### src/rtl/inst_class_queue_pkg.sv
// Shared instruction definitions: type codes, type width and the
// dispatch-class constants used by the class queue, ROB and LSB.
package inst_class_queue_pkg;

  localparam int INST_TYPE_WIDTH = 6;
  typedef logic [INST_TYPE_WIDTH-1:0] inst_type_t;

  localparam inst_type_t TYPE_NOP   = 6'd0;
  localparam inst_type_t TYPE_LUI   = 6'd1;
  localparam inst_type_t TYPE_AUIPC = 6'd2;
  localparam inst_type_t TYPE_JAL   = 6'd3;
  localparam inst_type_t TYPE_JALR  = 6'd4;
  localparam inst_type_t TYPE_BEQ   = 6'd5;
  localparam inst_type_t TYPE_BNE   = 6'd6;
  localparam inst_type_t TYPE_BLT   = 6'd7;
  localparam inst_type_t TYPE_BGE   = 6'd8;
  localparam inst_type_t TYPE_BLTU  = 6'd9;
  localparam inst_type_t TYPE_BGEU  = 6'd10;
  localparam inst_type_t TYPE_LB    = 6'd11;
  localparam inst_type_t TYPE_LH    = 6'd12;
  localparam inst_type_t TYPE_LW    = 6'd13;
  localparam inst_type_t TYPE_LBU   = 6'd14;
  localparam inst_type_t TYPE_LHU   = 6'd15;
  localparam inst_type_t TYPE_SB    = 6'd16;
  localparam inst_type_t TYPE_SH    = 6'd17;
  localparam inst_type_t TYPE_SW    = 6'd18;
  localparam inst_type_t TYPE_ADDI  = 6'd19;
  localparam inst_type_t TYPE_SLTI  = 6'd20;
  localparam inst_type_t TYPE_SLTIU = 6'd21;
  localparam inst_type_t TYPE_XORI  = 6'd22;
  localparam inst_type_t TYPE_ORI   = 6'd23;
  localparam inst_type_t TYPE_ANDI  = 6'd24;
  localparam inst_type_t TYPE_SLLI  = 6'd25;
  localparam inst_type_t TYPE_SRLI  = 6'd26;
  localparam inst_type_t TYPE_SRAI  = 6'd27;
  localparam inst_type_t TYPE_ADD   = 6'd28;
  localparam inst_type_t TYPE_SUB   = 6'd29;
  localparam inst_type_t TYPE_SLL   = 6'd30;
  localparam inst_type_t TYPE_SLT   = 6'd31;
  localparam inst_type_t TYPE_SLTU  = 6'd32;
  localparam inst_type_t TYPE_XOR   = 6'd33;
  localparam inst_type_t TYPE_SRL   = 6'd34;
  localparam inst_type_t TYPE_SRA   = 6'd35;
  localparam inst_type_t TYPE_OR    = 6'd36;
  localparam inst_type_t TYPE_AND   = 6'd37;

  localparam int CLASS_WIDTH = 2;
  typedef enum logic [CLASS_WIDTH-1:0] {
    CLASS_CALC   = 2'd0,
    CLASS_MEM    = 2'd1,
    CLASS_BRANCH = 2'd2,
    CLASS_OTHER  = 2'd3
  } inst_class_e;

endpackage

### src/rtl/inst_classifier.sv
// Purely combinational instruction-type to dispatch-class mapping.
// Shared by the class queue, ROB and LSB; unknown codes map to OTHER.
module inst_classifier
  import inst_class_queue_pkg::*;
(
  input  logic [INST_TYPE_WIDTH-1:0] type_in,
  output inst_class_e                class_out
);

  // Map each type code to the unit class that executes it
  always_comb begin
    class_out = CLASS_OTHER;
    case (type_in)
      TYPE_LUI, TYPE_AUIPC, TYPE_ADD, TYPE_SUB, TYPE_SLL, TYPE_SLT,
      TYPE_SLTU, TYPE_XOR, TYPE_SRL, TYPE_SRA, TYPE_OR, TYPE_AND,
      TYPE_ADDI, TYPE_SLTI, TYPE_SLTIU, TYPE_XORI, TYPE_ORI, TYPE_ANDI,
      TYPE_SLLI, TYPE_SRLI, TYPE_SRAI:
        class_out = CLASS_CALC;
      TYPE_LB, TYPE_LH, TYPE_LW, TYPE_LBU, TYPE_LHU,
      TYPE_SB, TYPE_SH, TYPE_SW:
        class_out = CLASS_MEM;
      TYPE_JAL, TYPE_JALR, TYPE_BEQ, TYPE_BNE, TYPE_BLT, TYPE_BGE,
      TYPE_BLTU, TYPE_BGEU:
        class_out = CLASS_BRANCH;
      default:
        class_out = CLASS_OTHER;
    endcase
  end

endmodule

### src/rtl/inst_class_queue.sv
// In-order decoder-to-issue buffer. Each entry is classified on entry and
// the head is dispatched only when the unit for its class is ready; a
// blocked head stalls everything behind it. flush_in empties the queue.
// Optional per-class dispatch and stall counters: define INST_CLASS_STATS_EN.
module inst_class_queue
  import inst_class_queue_pkg::*;
#(
  parameter int TYPE_W    = 6,
  parameter int PAYLOAD_W = 64,
  parameter int DEPTH     = 4
) (
  input  logic                         clk_in,
  input  logic                         rst_n_in,
  input  logic                         flush_in,
  input  logic                         in_valid,
  input  logic [TYPE_W-1:0]            in_type,
  input  logic [PAYLOAD_W-1:0]         in_payload,
  output logic                         in_ready,
  output logic                         out_valid,
  output logic [CLASS_WIDTH-1:0]       out_class,
  output logic [TYPE_W-1:0]            out_type,
  output logic [PAYLOAD_W-1:0]         out_payload,
  input  logic [3:0]                   class_ready,
`ifdef INST_CLASS_STATS_EN
  output logic [3:0][31:0]             stat_cnt,
  output logic [31:0]                  stall_cnt,
`endif
  output logic [$clog2(DEPTH+1)-1:0]   count
);

  localparam int PTR_W = $clog2(DEPTH);
  localparam int CNT_W = $clog2(DEPTH+1);
  localparam logic [CNT_W-1:0] FULL_CNT = CNT_W'(DEPTH);

  typedef struct packed {
    logic                   vld;
    logic [CLASS_WIDTH-1:0] cls;
    logic [TYPE_W-1:0]      typ;
    logic [PAYLOAD_W-1:0]   payload;
  } entry_t;

  entry_t           mem_q [DEPTH];
  entry_t           mem_d [DEPTH];
  logic [PTR_W-1:0] head_q, head_d, tail_q, tail_d;
  logic [CNT_W-1:0] count_q, count_d;
  entry_t           head_e;
  inst_class_e      in_class;
  logic             push, pop;

  inst_classifier u_classifier (
    .type_in   (in_type),
    .class_out (in_class)
  );

  assign head_e      = mem_q[head_q];
  assign out_valid   = (count_q != '0) && head_e.vld;
  assign out_class   = head_e.cls;
  assign out_type    = head_e.typ;
  assign out_payload = head_e.payload;
  assign in_ready    = (count_q != FULL_CNT);
  assign count       = count_q;
  assign push        = in_valid && in_ready;
  assign pop         = out_valid && class_ready[head_e.cls];

  // Next-state for storage, pointers and occupancy; flush overrides all
  always_comb begin
    mem_d   = mem_q;
    head_d  = head_q;
    tail_d  = tail_q;
    count_d = count_q;
    if (flush_in) begin
      for (int i = 0; i < DEPTH; i++) mem_d[i].vld = 1'b0;
      head_d  = '0;
      tail_d  = '0;
      count_d = '0;
    end else begin
      if (push) begin
        mem_d[tail_q] = '{vld: 1'b1, cls: in_class, typ: in_type, payload: in_payload};
        tail_d        = tail_q + PTR_W'(1);
      end
      if (pop) begin
        mem_d[head_q].vld = 1'b0;
        head_d            = head_q + PTR_W'(1);
      end
      case ({push, pop})
        2'b10:   count_d = count_q + CNT_W'(1);
        2'b01:   count_d = count_q - CNT_W'(1);
        default: count_d = count_q;
      endcase
    end
  end

  // Queue state registers; reset empties every entry at once
  always_ff @(posedge clk_in or negedge rst_n_in) begin
    if (!rst_n_in) begin
      for (int i = 0; i < DEPTH; i++) mem_q[i] <= '0;
      head_q  <= '0;
      tail_q  <= '0;
      count_q <= '0;
    end else begin
      mem_q   <= mem_d;
      head_q  <= head_d;
      tail_q  <= tail_d;
      count_q <= count_d;
    end
  end

`ifdef INST_CLASS_STATS_EN
  logic [3:0][31:0] stat_cnt_q, stat_cnt_d;
  logic [31:0]      stall_cnt_q, stall_cnt_d;

  assign stat_cnt  = stat_cnt_q;
  assign stall_cnt = stall_cnt_q;

  // Count dispatches per class and blocked-head cycles; flush cycles ignored
  always_comb begin
    stat_cnt_d  = stat_cnt_q;
    stall_cnt_d = stall_cnt_q;
    if (!flush_in) begin
      if (pop) stat_cnt_d[head_e.cls] = stat_cnt_q[head_e.cls] + 32'd1;
      if (out_valid && !class_ready[head_e.cls]) stall_cnt_d = stall_cnt_q + 32'd1;
    end
  end

  // Statistics registers survive flush, clear only on reset
  always_ff @(posedge clk_in or negedge rst_n_in) begin
    if (!rst_n_in) begin
      stat_cnt_q  <= '0;
      stall_cnt_q <= '0;
    end else begin
      stat_cnt_q  <= stat_cnt_d;
      stall_cnt_q <= stall_cnt_d;
    end
  end
`endif

endmodule

### config.mk
export PLATFORM = sky130hd
export DESIGN_NAME = inst_class_queue
export DESIGN_NICKNAME = d
export VERILOG_FILES = /design/src/rtl/inst_class_queue_pkg.sv /design/src/rtl/inst_classifier.sv /design/src/rtl/inst_class_queue.sv
export SDC_FILE = /design/constraint.sdc
export NUM_CORES = 1
export LEC_CHECK = 0
export CORE_ASPECT_RATIO = 0.7
export CORE_MARGIN = 10
export CORE_UTILIZATION = 56
export CTS_CLUSTER_SIZE = 30
export DETAILED_ROUTE_END_ITERATION = 7
export PLACE_DENSITY = 0.9
export SLEW_MARGIN = 20
export SYNTH_ARGS = -nofsm -noshare
export SYNTH_HDL_FRONTEND = slang
export SYNTH_SLANG_ARGS = --single-unit
### constraint.sdc
create_clock -name clk_in -period 3.4 [get_ports clk_in]
set_clock_uncertainty 0.05 [all_clocks]
set_input_delay 0.68 -clock clk_in [delete_from_list [all_inputs] [get_ports clk_in]]
set_output_delay 0.68 -clock clk_in [all_outputs]
set_load 0.05 [all_outputs]
[After elaboration in Yosys (flattened, before gate mapping)]
Memory sizes are Yosys's and may differ from the RTL's.
Cells that the tools add are included.
Storage, ports and cells
  register bits: 299
  bits in latches: 0
  memory bits (writable): 0
  ROM bits: 128
  output and inout port bits: 77
  memories kept: 1
Memories
  (no name shown): depth 64, width 2, rd ports 1, clocked after Yosys merged registers in 0, wr ports 0, RTL line inst_classifier.sv:13  | case (type_in)
Operators by class
  $add $sub $neg: 4
  $mul: 0
  div/mod/pow operators: 0
  magnitude comparators: 5
  equality and inequality tests: 3
  shifts and indexed selects: 0
  mux-type cells: 24
  bitwise operators: 2
  reductions and logical operators: 9
Operators with widths (count)
  $mux 292: 3
  $bwmux 292: 2
  $demux 73 s2: 2
  $mux 73: 4
  $bmux 73 s2: 1
  $mux 2: 4
  $ge 3x3->1 const B: 2
  $lt 3x1->1 const B: 2
  $not 2->3: 2
  $pmux 3 s2: 1
  $reduce_bool 3->1: 2
  $logic_and 1x1->1: 5
  $mux 1: 5
  $add 2x1->2 const B: 2
  $reduce_bool 2->1: 2
  $add 3x1->3 const B: 1
  $lt 2x3->1 const B: 1
  $mux 3: 1
  $ne 3x3->1 const B: 1
  $sub 3x1->3 const B: 1
  $bmux 1 s2: 1
  $eq 2x1->1 const B: 1
  $eq 2x2->1 const B: 1

[Longest topological paths before layout]
Gate-level depths: netlist (run 1).
  depth in word-level cells: 11
  mapped depth: 9

[By module]
A second synthesis (run 1) with hierarchy kept.
Unflattened totals
  cells, all modules: 782
  area, all modules: 13152.6 µm²
Modules (own cells, without submodules)
  inst_class_queue: instances 1, cells an instance 765, area each 13031.2 µm²
  inst_classifier: instances 1, cells an instance 17, area each 121.4 µm²

[Least setup slack after synthesis (run 1)]
No wires, ideal clock.
  path type: flip-flop to flip-flop
  from: register head_q[0]
  to: register count_q[2], in the netlist count[2]
  library setup time: 86 ps
  arrival time: 2505 ps
  data required time: 3264 ps
  setup slack: 759 ps
  stages on the path, launching flop included: 10
  cells stage by stage: dfrtp_1 mux4_2 mux2i_1 mux2i_2 and3_1 fa_1 nor2_1 and3_1 nor3_1 nor3_1
On the way
  cells in the longest elaborated chain, start to end: 10
  elaborated cells between the ends (all ways): 13
RTL lines
  start: declaration: RTL line inst_class_queue.sv:44  | logic [PTR_W-1:0] head_q, head_d, tail_q, tail_d;
  start signal: assignment: RTL line inst_class_queue.sv:97  | head_q <= '0;
  start signal: assignment: RTL line inst_class_queue.sv:102  | head_q <= head_d;
  $not 2->3 (implied by the code) (*): RTL line inst_class_queue.sv:55  | assign head_e = mem_q[head_q];
  $bmux 73 s2 (*): RTL line inst_class_queue.sv:55
  $mux 73 (implied by the code) (*) (2 in series): RTL line inst_class_queue.sv:55
  named net out_class[1]: RTL line inst_class_queue.sv:20  | output logic [CLASS_WIDTH-1:0] out_class,
  $bmux 1 s2 (*): RTL line inst_class_queue.sv:63  | assign pop = out_valid && class_ready[head_e.cls];
  $mux 1 (implied by the code) (*): RTL line inst_class_queue.sv:63
  $logic_and 1x1->1 (*): RTL line inst_class_queue.sv:63
  $eq 2x1->1 / $eq 2x2->1 (equally long branches): RTL line inst_class_queue.sv:85  | case ({push, pop})
  $pmux 3 s2: RTL line inst_class_queue.sv:85
  $mux 3: RTL line inst_class_queue.sv:71  | if (flush_in) begin
  end signal: assignment: RTL line inst_class_queue.sv:104  | count_q <= count_d;
  end: declaration: RTL line inst_class_queue.sv:45  | logic [CNT_W-1:0] count_q, count_d;
Mark *: on every way through the listed nets, which the timed path passes. The rest lies on a longest branch. The select of a mux whose other input is x is not followed.
A chain may end at the register's enable or synchronous reset.

[Worst setup path in the final report (run 1)]
  from: register head_q[1]
  to: output port out_payload[44]
On the way
  cells in the longest elaborated chain, start to end: 4
RTL lines
  $not 2->3 (implied by the code): RTL line inst_class_queue.sv:55
  $bmux 73 s2: RTL line inst_class_queue.sv:55
  $mux 73 (implied by the code) (2 in series): RTL line inst_class_queue.sv:55
  end: declaration: RTL line inst_class_queue.sv:22  | output logic [PAYLOAD_W-1:0] out_payload,
No other way between the ends. The select of a mux whose other input is x is not followed.

==> summary.txt, run 1 <==
Worst setup path
  – R2r setup slk: ~0.46 ns
  – CP max stage delay: approximately 0.71 ns
  – Reg2reg start: head_q[1]
  – Startpoint types: flop
  – CP max FO: 33
  – Slowest CP cell: dfrtp_4
  – CP delay by family, top: buffers and inverters
  – Kind of critical path: flop to output pin
  – CP most frequent cell: buf_4
  – Buf/Inv on CP: 2
  – Worst R2R Path Depth: 10
  – Crit path required time: between 2 and 3 ns
  – Critical Path AT: around 2.5 ns
  – Worst R2R End: count[2]
  – CP Cell Sequence: buf_4, mux4_2, buf_4
  – Critical path capture point type: output pin

Drt
  – Antenna Nets Post-Route: 0
  – Vias per inst: between 5 and 6
  – Wire length per cell: between 20 and 25 um
  – 1st-pass router iterations: 4
  – Routed WL: 28.9 mm
  – First DRT Iteration DRCs: between 400 and 500
  – Via Count: 7,499
  – DR DRC count: 0

Clock tree
  – Clk slew on worst S/H paths: around 0.07 ns
  – CTS root buf: clkbuf_16
  – CTS buffer count: 27
  – Clock Latency Late Sink: 0.52 ns
  – CTS Hold Buffers Added: 0
  – CTS Sinks: 299
  – CTS max path bufs: 3
  – CTS H-tree depth: 1
  – CTS tree: yes

Placed design
  – Gpl congestion: roughly 0.76
  – IO Port Bufs: roughly 150
  – DP HPWL: approximately 19 mm
  – Pre-CTS setup slack: between 0.4 and 0.5 ns
  – DP Area: 15,100 um2

Layout
  – NumNets Final: approximately 1,000
  – Area delta synth->final: 21.7%
  – Share of layout cells above drive strength 1: 0.473
  – Final Util: 0.699
  – Reg area: approximately 7500 um2
  – Design Area, Final: ~16,000 um2
  – # fillers: 1,497
  – Area occupied by multi-input gates: 5400 um2
  – Diodes inserted: 0

Logic synthesis
  – Synth warn: 0
  – Cell variety after synth: 31
  – Syn Nets: between 800 and 900
  – Post-Synth XOR/XNOR Area: 0.00343
  – Avg Inst Size Synth: 16.3 um2
  – Share of the synthesized area in the top cell type: 0.570
  – Largest family of logic cells by synthesized area: multiplexers
  – Syn Inst Count: 804
  – Mux contribution to synthesized area: 0.363
  – Sequential area share after synthesis: 0.570
  – Post-synthesis compound-gate area fraction: 0.0152
  – Post-synthesis adder-cell area fraction: 0.0111
  – Seq cells post-synth: 299
  – Ranking of synthesized cells by area: dfrtp_1, mux2_2, mux4_2
  – Post-Syn Area: around 13,000 um2
  – Synth Area in Simple Gates: 0.0161
  – Top cell type by total area after synthesis: dfrtp_1

Timing
  – # setup viols final: 0
  – Final worst slack: 0.219 ns
  – Tcrit/Tclk final: 0.936
  – Rel. slew slack: 0.498
  – Setup_tns: 0 ns
  – Fin. max-slew vios: 0
  – Worst-Margin Slew: roughly 0.75 ns
  – F_max: roughly 310 MHz
  – Final hold vios: 0
  – Minimum clock period: around 3.2 ns
  – RSZ-0062 raised after global routing: no

Global route
  – GRT Resource Usage Total: 0.195
  – First-pass GRT wire length: approximately 48 mm
  – Vias in the first global route: 8,455
  – Largest net degree at the start of global routing: 84
  – Initial antenna violation count: 2
  – Total grt overflow: 0

Worst hold path
  – Hold Crit Class: input pin to asynchronous set/reset pin

Power
  – PD cells: approximately 800 nW/um2
  – Worst VDD drop: roughly 0.00056 V
  – Leakage: between 7 and 8 nW
  – Final Total Pwr: between 10 and 15 mW

Status
  – Outcome: finished clean

Floorplanning
  – Die H: 148 um
  – Die Width: 203 um
  – Ports: approximately 160
  – Starting Density: 0.575
  – Placeable Area: around 23,000 um2
  – Die ar.: roughly 30,000 um2
  – Rows: 46

Flow run
  – Max cap viols: 0
[cells by family after synthesis]
family	after synthesis
buffers and inverters	59
AOI/OAI and AO/OA	35
muxes	350
xor gates and xnor gates	3
DFF	299
adders and majority gates	11
and+or+nand+nor	47
[cell usage after synthesis]
| cell | number |
|---|---|
| fa_1 | 1 |
| or3b_2 | 1 |
| nor2_1 | 8 |
| buf_4 | 1 |
| and2_1 | 2 |
| dfrtp_1 | 299 |
| nor3b_1 | 1 |
| clkbuf_1 | 12 |
| nor3_1 | 3 |
| o31a_1 | 1 |
| and3_1 | 2 |
| nor2b_1 | 2 |
| nand2_1 | 25 |
| o21ai_0 | 17 |
| buf_2 | 39 |
| ha_1 | 10 |
| o21a_1 | 2 |
| mux2_4 | 1 |
| mux2_2 | 272 |
| a21oi_1 | 9 |
| a2111oi_0 | 1 |
| mux2i_2 | 1 |
| xnor2_1 | 2 |
| inv_1 | 6 |
| mux4_2 | 73 |
| xnor2_4 | 1 |
| nand2b_1 | 2 |
| buf_6 | 1 |
| or3_1 | 1 |
| mux2i_1 | 3 |
| a211oi_1 | 5 |
[layer usage]
layer  global-route usage  vias to the layer above  share of wire
met2                0.308                      176           0.47
met1                0.273                     3984           0.46
met4               0.0305                        0          0.010
li1                     -                     3309              -
met3               0.0490                       30          0.059
met5                    0                        -              0
[worst max-delay path by stage]
stage,cells past startpoint,endpoint,start,slack [ns]
3_3_place_gp,9,count[2],head_q[1],0.53
3_5_place_dp,9,count[2],head_q[1],0.45
4_1_cts,3,out_payload[31],head_q[0],0.001
2_1_floorplan,9,count[2],head_q[0],0.76
5_1_grt,3,out_payload[44],head_q[0],0.12
6_report,3,out_payload[44],head_q[1],0.22
[layout make-up]
class	count	share of cell area
tap	312	0.0244
clock inverter	10	0.00681
timing repair buffer	178	0.112
multi-input combinational	446	0.338
clock buffer	40	0.0485
sequential	299	0.469
inverter	6	0.00141
[power breakdown]
part           switching [mW]  internal, mW
sequential              0.648          4.82
clock                    1.29          1.73
combinational            2.23          2.02
[worst reg2reg max path: cells and delay by family (launching register included)]
family / cells / cell delay (ns)
and+or+nand+nor: 5 / 0.70
adders and majority gates: 1 / 0.38
muxes: 3 / 0.73
buffers and inverters: 1 / 0.27
DFF: 1 / 0.71
[placed cells by master (no fill, tap or decap), types with 2 or more instances in the layout]
cell type        count
clkbuf_16           27
buf_12              12
nor3_1               3
nand2_4              4
dlygate4sd2_1       17
nand2_1             21
mux2i_1              3
ha_1                10
nor2b_1              2
buf_4               52
nand2b_1             2
nor2_1               8
and3_1               2
a211oi_1             5
xnor2_1              2
clkdlybuf4s50_1     80
clkinv_2             5
a21oi_1              9
bufinv_16            2
clkbuf_8             5
clkinvlp_4           2
and2_1               2
o21a_1               2
inv_1                6
o21ai_0             17
dlymetal6s2s_1      15
dfrtp_4              2
dfrtp_1            297
clkbuf_1             8
mux4_2              73
mux2_2             272
[repair_timing]
action	in CTS	in global routing
endpoints found under the setup margin	20	39
gates resized for setup	17	16
buffers inserted	1	0
[metrics by stage]
| stage | hold WS (ns) | cells |
|---|---|---|
| finish | 0.0994 | 1291 |
| floorplan | 0.334 | 804 |
| detailed placement | 0.415 | 1240 |
| CTS | 0.112 | 1291 |
| global placement | 0.409 | 1240 |
| global route | 0.131 | 1291 |
(Power assumes the default switching activity.)
==> run 2: changes to the inputs <==
--- a/config.mk
+++ b/config.mk
@@ -5,13 +5,12 @@
 export SDC_FILE = /design/constraint.sdc
 export NUM_CORES = 1
 export LEC_CHECK = 0
-export CORE_ASPECT_RATIO = 0.7
+export CORE_ASPECT_RATIO = 0.9
 export CORE_MARGIN = 10
 export CORE_UTILIZATION = 56
 export CTS_CLUSTER_SIZE = 30
 export DETAILED_ROUTE_END_ITERATION = 7
-export PLACE_DENSITY = 0.9
-export SLEW_MARGIN = 20
+export PLACE_DENSITY = 0.78
 export SYNTH_ARGS = -nofsm -noshare
 export SYNTH_HDL_FRONTEND = slang
 export SYNTH_SLANG_ARGS = --single-unit
==> run 2 against run 1 <==
Against the previous run: final cell count decreased by 0.39%; global-route usage down 0.86 points; count of clock-buffer cells in the layout rose by 6; design area increased by 1.2%; critical path type unchanged; setup slack worse by 0.10 ns; wire length down 5.1%; combinational power about the same; sequential share of layout area fell by 0.56 points.
==> summary.txt, run 2 (synthesized netlist as in run 1, its figures left out) <==
Status
  – Outcome: finished clean

Worst setup path
  – Crit path required time: 2.67 ns (about the same)
  – Kind of critical path: flop to output pin
  – CP max stage delay: 0.73 ns (+0.02 ns)
  – Reg2reg start: head_q[0]
  – Critical Path AT: 2.55 ns (+0.10 ns)
  – Slowest CP cell: clkdlybuf4s50_1
  – R2r setup slk: 0.49 ns (+0.03 ns)
  – CP max FO: 9 (-73%)
  – CP Cell Sequence: buf_4, mux4_2, clkdlybuf4s50_1
  – Worst R2R Path Depth: 10 (unchanged)
  – Startpoint types: flop
  – Critical path capture point type: output pin
  – Worst R2R End: count[2]

Clock tree
  – CTS tree: yes
  – CTS buffer count: 31 (+15%)
  – CTS Hold Buffers Added: 0 (unchanged)
  – Clk slew on worst S/H paths: 0.06 ns (about the same)
  – CTS max path bufs: 3 (unchanged)
  – CTS H-tree depth: 1 (unchanged)
  – CTS root buf: clkbuf_16
  – CTS Sinks: 299 (unchanged)
  – Clock Latency Late Sink: 0.54 ns (+0.02 ns)

Floorplanning
  – Die H: 165 um (+12%)
  – Ports: 155 (unchanged)
  – Rows: 53 (+15%)
  – Die ar.: 30,000 um2 (-0.29%)
  – Die Width: 181 um (-11%)
  – Placeable Area: 23,200 um2 (+1.6%)
  – Starting Density: 0.566 (-0.00892)

Power
  – PD cells: 810 nW/um2 (+1.6%)
  – Worst VDD drop: 0.000624 V (+11%)
  – Final Total Pwr: 13.1 mW (+2.8%)
  – Leakage: 7.13 nW (-0.65%)

Placed design
  – DP HPWL: 17.6 mm (-7.7%)
  – IO Port Bufs: 154 (unchanged)
  – Gpl congestion: 0.735 (-3.7%)

Global route
  – Total grt overflow: 0 (unchanged)
  – Largest net degree at the start of global routing: 99 (+18%)
  – GRT busiest layer: met2
  – Vias in the first global route: 8,252 (-2.4%)
  – Met3 Use GR: 0.0536 (+0.00454)
  – GRT Resource Usage Total: 0.186 (-0.00863)
  – First-pass GRT wire length: 45.3 mm (-4.9%)
  – GR Util met2: 0.309 (+0.00166)
  – Initial antenna violation count: 0 (-2)
  – Met1 Use GR: 0.242 (-0.0309)

Layout
  – NumNets Final: 1,052 (+0.48%)
  – Area delta synth->final: 23.2%
  – # fillers: 1,547 (+3.3%)
  – Share of layout cells above drive strength 1: 0.478 (+0.00471)
  – Diodes inserted: 0 (unchanged)
  – Most common cell after layout, fill and taps aside: dfrtp_1
  – Most frequent cells in the layout: dfrtp_1, mux2_2, clkdlybuf4s50_1

Timing
  – Setup_tns: 0 ns (unchanged)
  – Final hold vios: 0 (unchanged)
  – Hold_ws: 0.120 ns (+0.0205 ns)
  – Fin. max-slew vios: 0 (unchanged)
  – # setup viols final: 0 (unchanged)
  – Minimum clock period: 3.28 ns (+0.103 ns)
  – Rel. slew slack: 0.487 (-0.0107)
  – Worst-Margin Slew: 0.769 ns (+0.0188 ns)
  – F_max: 305 MHz (-3.1%)
  – Tcrit/Tclk final: 0.966 (+0.0302)
  – RSZ-0062 raised after global routing: no

Worst hold path
  – Hold Crit Class: input pin to asynchronous set/reset pin

Drt
  – Wire length per cell: 21.3 um (-4.8%)
  – 1st-pass router iterations: 4 (unchanged)
  – First DRT Iteration DRCs: 335 (-19%)
  – Antenna Nets Post-Route: 0 (unchanged)
  – Via Count: 7,365 (-1.8%)
  – Vias per inst: 5.73 (-1.4%)
  – Routed WL: 27.4 mm (-5.1%)
  – DR DRC count: 0 (unchanged)

Flow run
  – Max cap viols: 0 (unchanged)
## run 2: worst max-delay path by stage
stage                    from         endpoint  slack [ns]  cells after the start
floorplan           head_q[0]         count[2]        0.76                      9
global placement     in_valid             flop        0.47                      6
detailed placement   in_valid             flop        0.42                      6
CTS                 head_q[0]   out_payload[0]        0.08                      3
global route        head_q[1]  out_payload[56]        0.02                      2
finish              head_q[0]   out_payload[0]        0.12                      3
## run 2: report_power, final
part	internal, mW	leakage, nW	switching (mW)	total (mW)
combinational	2.06	2.88	2.21	4.28
clock	2.06	0.506	1.32	3.38
sequential	4.82	3.75	0.620	5.44
total	8.95	7.13	4.15	13.1
## run 2: final cells by class
class                           instances  area (um2)  share of cell area
Clock buffer                           46         912              0.0564
Clock inverter                          8         118             0.00727
Inverter                                6        22.5             0.00139
Multi-Input combinational cell        446        5400               0.334
Sequential cell                       299        7490               0.463
Tap cell                              302         378              0.0234
Timing Repair Buffer                  179        1850               0.115
## run 2: critical path, delay by kind of cell, from the launching register on
kind	cells	cell delay, ns
mux	1	0.50
buf+inv	2	0.95
flops	1	0.57
## run 2: stage by stage
step	instance area (um2)	util	setup slack [ns]	instances
after floorplan	13100	-	0.759	804
after global placement	15100	0.651	0.472	1228
after detailed placement	15100	0.651	0.423	1228
after CTS	16200	0.697	0.0782	1286
after global routing	16200	0.697	0.0219	1286
final	16200	0.697	0.117	1286
## run 2: routing by layer
layer | up-vias | routed length [um]
li1 | 3302 | -
met1 | 3886 | 11800
met2 | 148 | 13400
met3 | 29 | 1790
met4 | 0 | 381
met5 | - | 0
## run 2: repair_timing
item                                    CTS  global route
resized for setup                        10             0
endpoints found under the setup margin   20             0
buffers inserted                          4             0
==> run 3: changes to the inputs <==
--- a/config.mk
+++ b/config.mk
@@ -5,12 +5,15 @@
 export SDC_FILE = /design/constraint.sdc
 export NUM_CORES = 1
 export LEC_CHECK = 0
+export CELL_PAD_IN_SITES_DETAIL_PLACEMENT = 0
+export CELL_PAD_IN_SITES_GLOBAL_PLACEMENT = 2
 export CORE_ASPECT_RATIO = 0.9
 export CORE_MARGIN = 10
-export CORE_UTILIZATION = 56
+export CORE_UTILIZATION = 41
 export CTS_CLUSTER_SIZE = 30
 export DETAILED_ROUTE_END_ITERATION = 7
 export PLACE_DENSITY = 0.78
+export RECOVER_POWER = 100
 export SYNTH_ARGS = -nofsm -noshare
 export SYNTH_HDL_FRONTEND = slang
 export SYNTH_SLANG_ARGS = --single-unit
==> run 3 against run 2 <==
Against the previous run: the run now ends with max-capacitance violations, max-slew violations left; non-clock buffer count down 4; critical path depth decreased by 1; sequential cell count unchanged; count of clock-buffer cells in the layout unchanged; clock power about the same; combinational power is 5% lower; power shrank 1.4%; design area decreased by 0.80%; setup slack improved by 0.053 ns; global-route usage down 3.7 points; wire length rose by 7.3%; maximum frequency up 1.7%.
==> summary.txt, run 3 (synthesized netlist as in run 1, its figures left out) <==
Placed design
  – DP Area: 15,200 um2 (+0.46%)
  – Dpl cells: 1,339 (+9.0%)
  – IO Port Bufs: 154 (unchanged)
  – DP HPWL: 18.2 mm (+3.5%)
  – Gpl congestion: 0.726 (-1.2%)
  – Pre-CTS setup slack: 0.379 ns (-0.0440 ns)

Timing
  – Final hold vios: 0 (unchanged)
  – F_max: 310 MHz (+1.7%)
  – Fin. max-slew vios: 79 (+79)
  – Setup_tns: 0 ns (unchanged)
  – Minimum clock period: 3.23 ns (-0.0533 ns)
  – Worst-Margin Slew: 2.17 ns (+1.40 ns)
  – Final worst slack: 0.170 ns (+0.0533 ns)
  – Tcrit/Tclk final: 0.950 (-0.0157)
  – Hold_ws: 0.426 ns (+0.306 ns)
  – RSZ-0062 raised after global routing: no
  – Rel. slew slack: -0.444 (-0.931)
  – # setup viols final: 0 (unchanged)

Layout
  – # fillers: 2,732 (+77%)
  – Share of layout cells above drive strength 1: 0.470 (-0.00717)
  – Most frequent cells in the layout: dfrtp_1, mux2_2, clkdlybuf4s50_1
  – Area delta synth->final: 22.2%
  – Diodes inserted: 0 (unchanged)
  – Most common cell after layout, fill and taps aside: dfrtp_1
  – Design Area, Final: 16,000 um2 (-0.80%)
  – Final Non-Filler Cells: 1,398 (+8.7%)
  – NumNets Final: 1,048 (-0.38%)

Clock tree
  – Clk slew on worst S/H paths: 0.06 ns (about the same)
  – CTS Hold Buffers Added: 0 (unchanged)
  – CTS max path bufs: 3 (unchanged)
  – CTS root buf: clkbuf_16
  – CTS buffer count: 31 (unchanged)
  – CTS tree: yes
  – CTS H-tree depth: 1 (unchanged)
  – Clock Latency Late Sink: 0.55 ns (about the same)
  – CTS Sinks: 299 (unchanged)

Worst setup path
  – Slowest CP cell: dlygate4sd3_1
  – CP Cell Sequence: mux4_2, dlygate4sd3_1
  – Kind of critical path: flop to output pin
  – CP delay by family, top: buffers and inverters
  – Crit path required time: 2.67 ns (about the same)
  – Startpoint types: flop
  – CP max stage delay: 0.78 ns (+0.05 ns)
  – CP max FO: 11 (+2)
  – Buf/Inv on CP: 1 (-1)
  – Critical Path AT: 2.50 ns (-0.05 ns)
  – Critical path capture point type: output pin

Global route
  – Total grt overflow: 0 (unchanged)
  – GRT Resource Usage Total: 0.149 (-0.0370)
  – Initial antenna violation count: 1 (+1)
  – First-pass GRT wire length: 48.1 mm (+6.1%)
  – Vias in the first global route: 8,268 (+0.19%)
  – Largest net degree at the start of global routing: 81 (-18%)

Power
  – Leakage: 7.02 nW (-1.6%)
  – Worst VDD drop: 0.000620 V (-0.74%)
  – PD cells: 805 nW/um2 (-0.58%)

Floorplanning
  – Starting Density: 0.414 (-0.152)
  – Ports: 155 (unchanged)
  – Placeable Area: 31,700 um2 (+37%)
  – Die ar.: 39,600 um2 (+32%)
  – Die Width: 209 um (+15%)
  – Die H: 190 um (+15%)
  – Rows: 62 (+17%)

Drt
  – First DRT Iteration DRCs: 220 (-34%)
  – Via Count: 7,355 (-0.14%)
  – Antenna Nets Post-Route: 0 (unchanged)
  – Routed WL: 29.4 mm (+7.3%)
  – Vias per inst: 5.26 (-8.1%)
  – 1st-pass router iterations: 4 (unchanged)
  – DR DRC count: 0 (unchanged)
  – Wire length per cell: 21.0 um (-1.3%)

Status
  – Failing checks: max-capacitance violations, max-slew violations
  – Outcome: finished with violations

Worst hold path
  – Hold Crit Class: flop to flop

Flow run
  – Max cap viols: 1 (+1)
==> run 3: layout make-up <==
type	count	area, um2	area share
timing repair buffer	175	1610	0.100
inverter	6	22.5	0.00140
clock buffer	46	902	0.0562
tap	416	520	0.0324
multi-input combinational	446	5370	0.335
clock inverter	10	129	0.00803
sequential	299	7490	0.467
==> run 3: layer usage <==
| layer | GRT usage | up-vias | part of all wire |
|---|---|---|---|
| met5 | 0 | - | 0.00061 |
| met4 | 0.0238 | 2 | 0.013 |
| met2 | 0.237 | 134 | 0.46 |
| met3 | 0.0364 | 30 | 0.047 |
| met1 | 0.207 | 3891 | 0.48 |
| li1 | - | 3298 | - |
==> run 3: repair_timing <==
action	in CTS	in global routing
gates resized for setup	17	7
cloned	0	1
hold endpoints to repair	0	0
buffers inserted	2	0
setup endpoints to repair	20	37
==> run 3: final timing paths <==
check                           from                          to  slack, ns  depth (start not counted)
min                             flop                        flop       0.43                          2
max                        head_q[0]                 out_type[4]       0.17                          2
max in group asynchronous   rst_n_in  asynchronous set/reset pin       0.60                          2
min reg2reg                     flop                        flop       0.43                          2
max reg2reg                 count[0]                        flop       0.29                          6
min in group asynchronous   rst_n_in  asynchronous set/reset pin       0.69                          1
==> run 3: report_power, final <==
| part | switching, mW | total, mW | internal [mW] |
|---|---|---|---|
| Sequential | 0.611 | 5.43 | 4.82 |
| Clock | 1.36 | 3.41 | 2.05 |
| Combinational | 2.20 | 4.08 | 1.88 |
| Total | 4.17 | 12.9 | 8.75 |
==> run 3: through the flow <==
step	util	total power [mW]
after floorplan	-	8.47
after global placement	0.478	9.72
after detailed placement	0.478	9.82
after CTS	0.511	13.3
after global routing	0.506	13.6
final	0.506	12.9
==> run 3: worst register-to-register path, delay by kind of cell, from the launching register on <==
| kind | cells | cell delay [ns] |
|---|---|---|
| DFF | 1 | 0.45 |
| buffers and inverters | 1 | 0.56 |
| and+or+nand+nor | 4 | 1.54 |
| muxes | 1 | 0.39 |
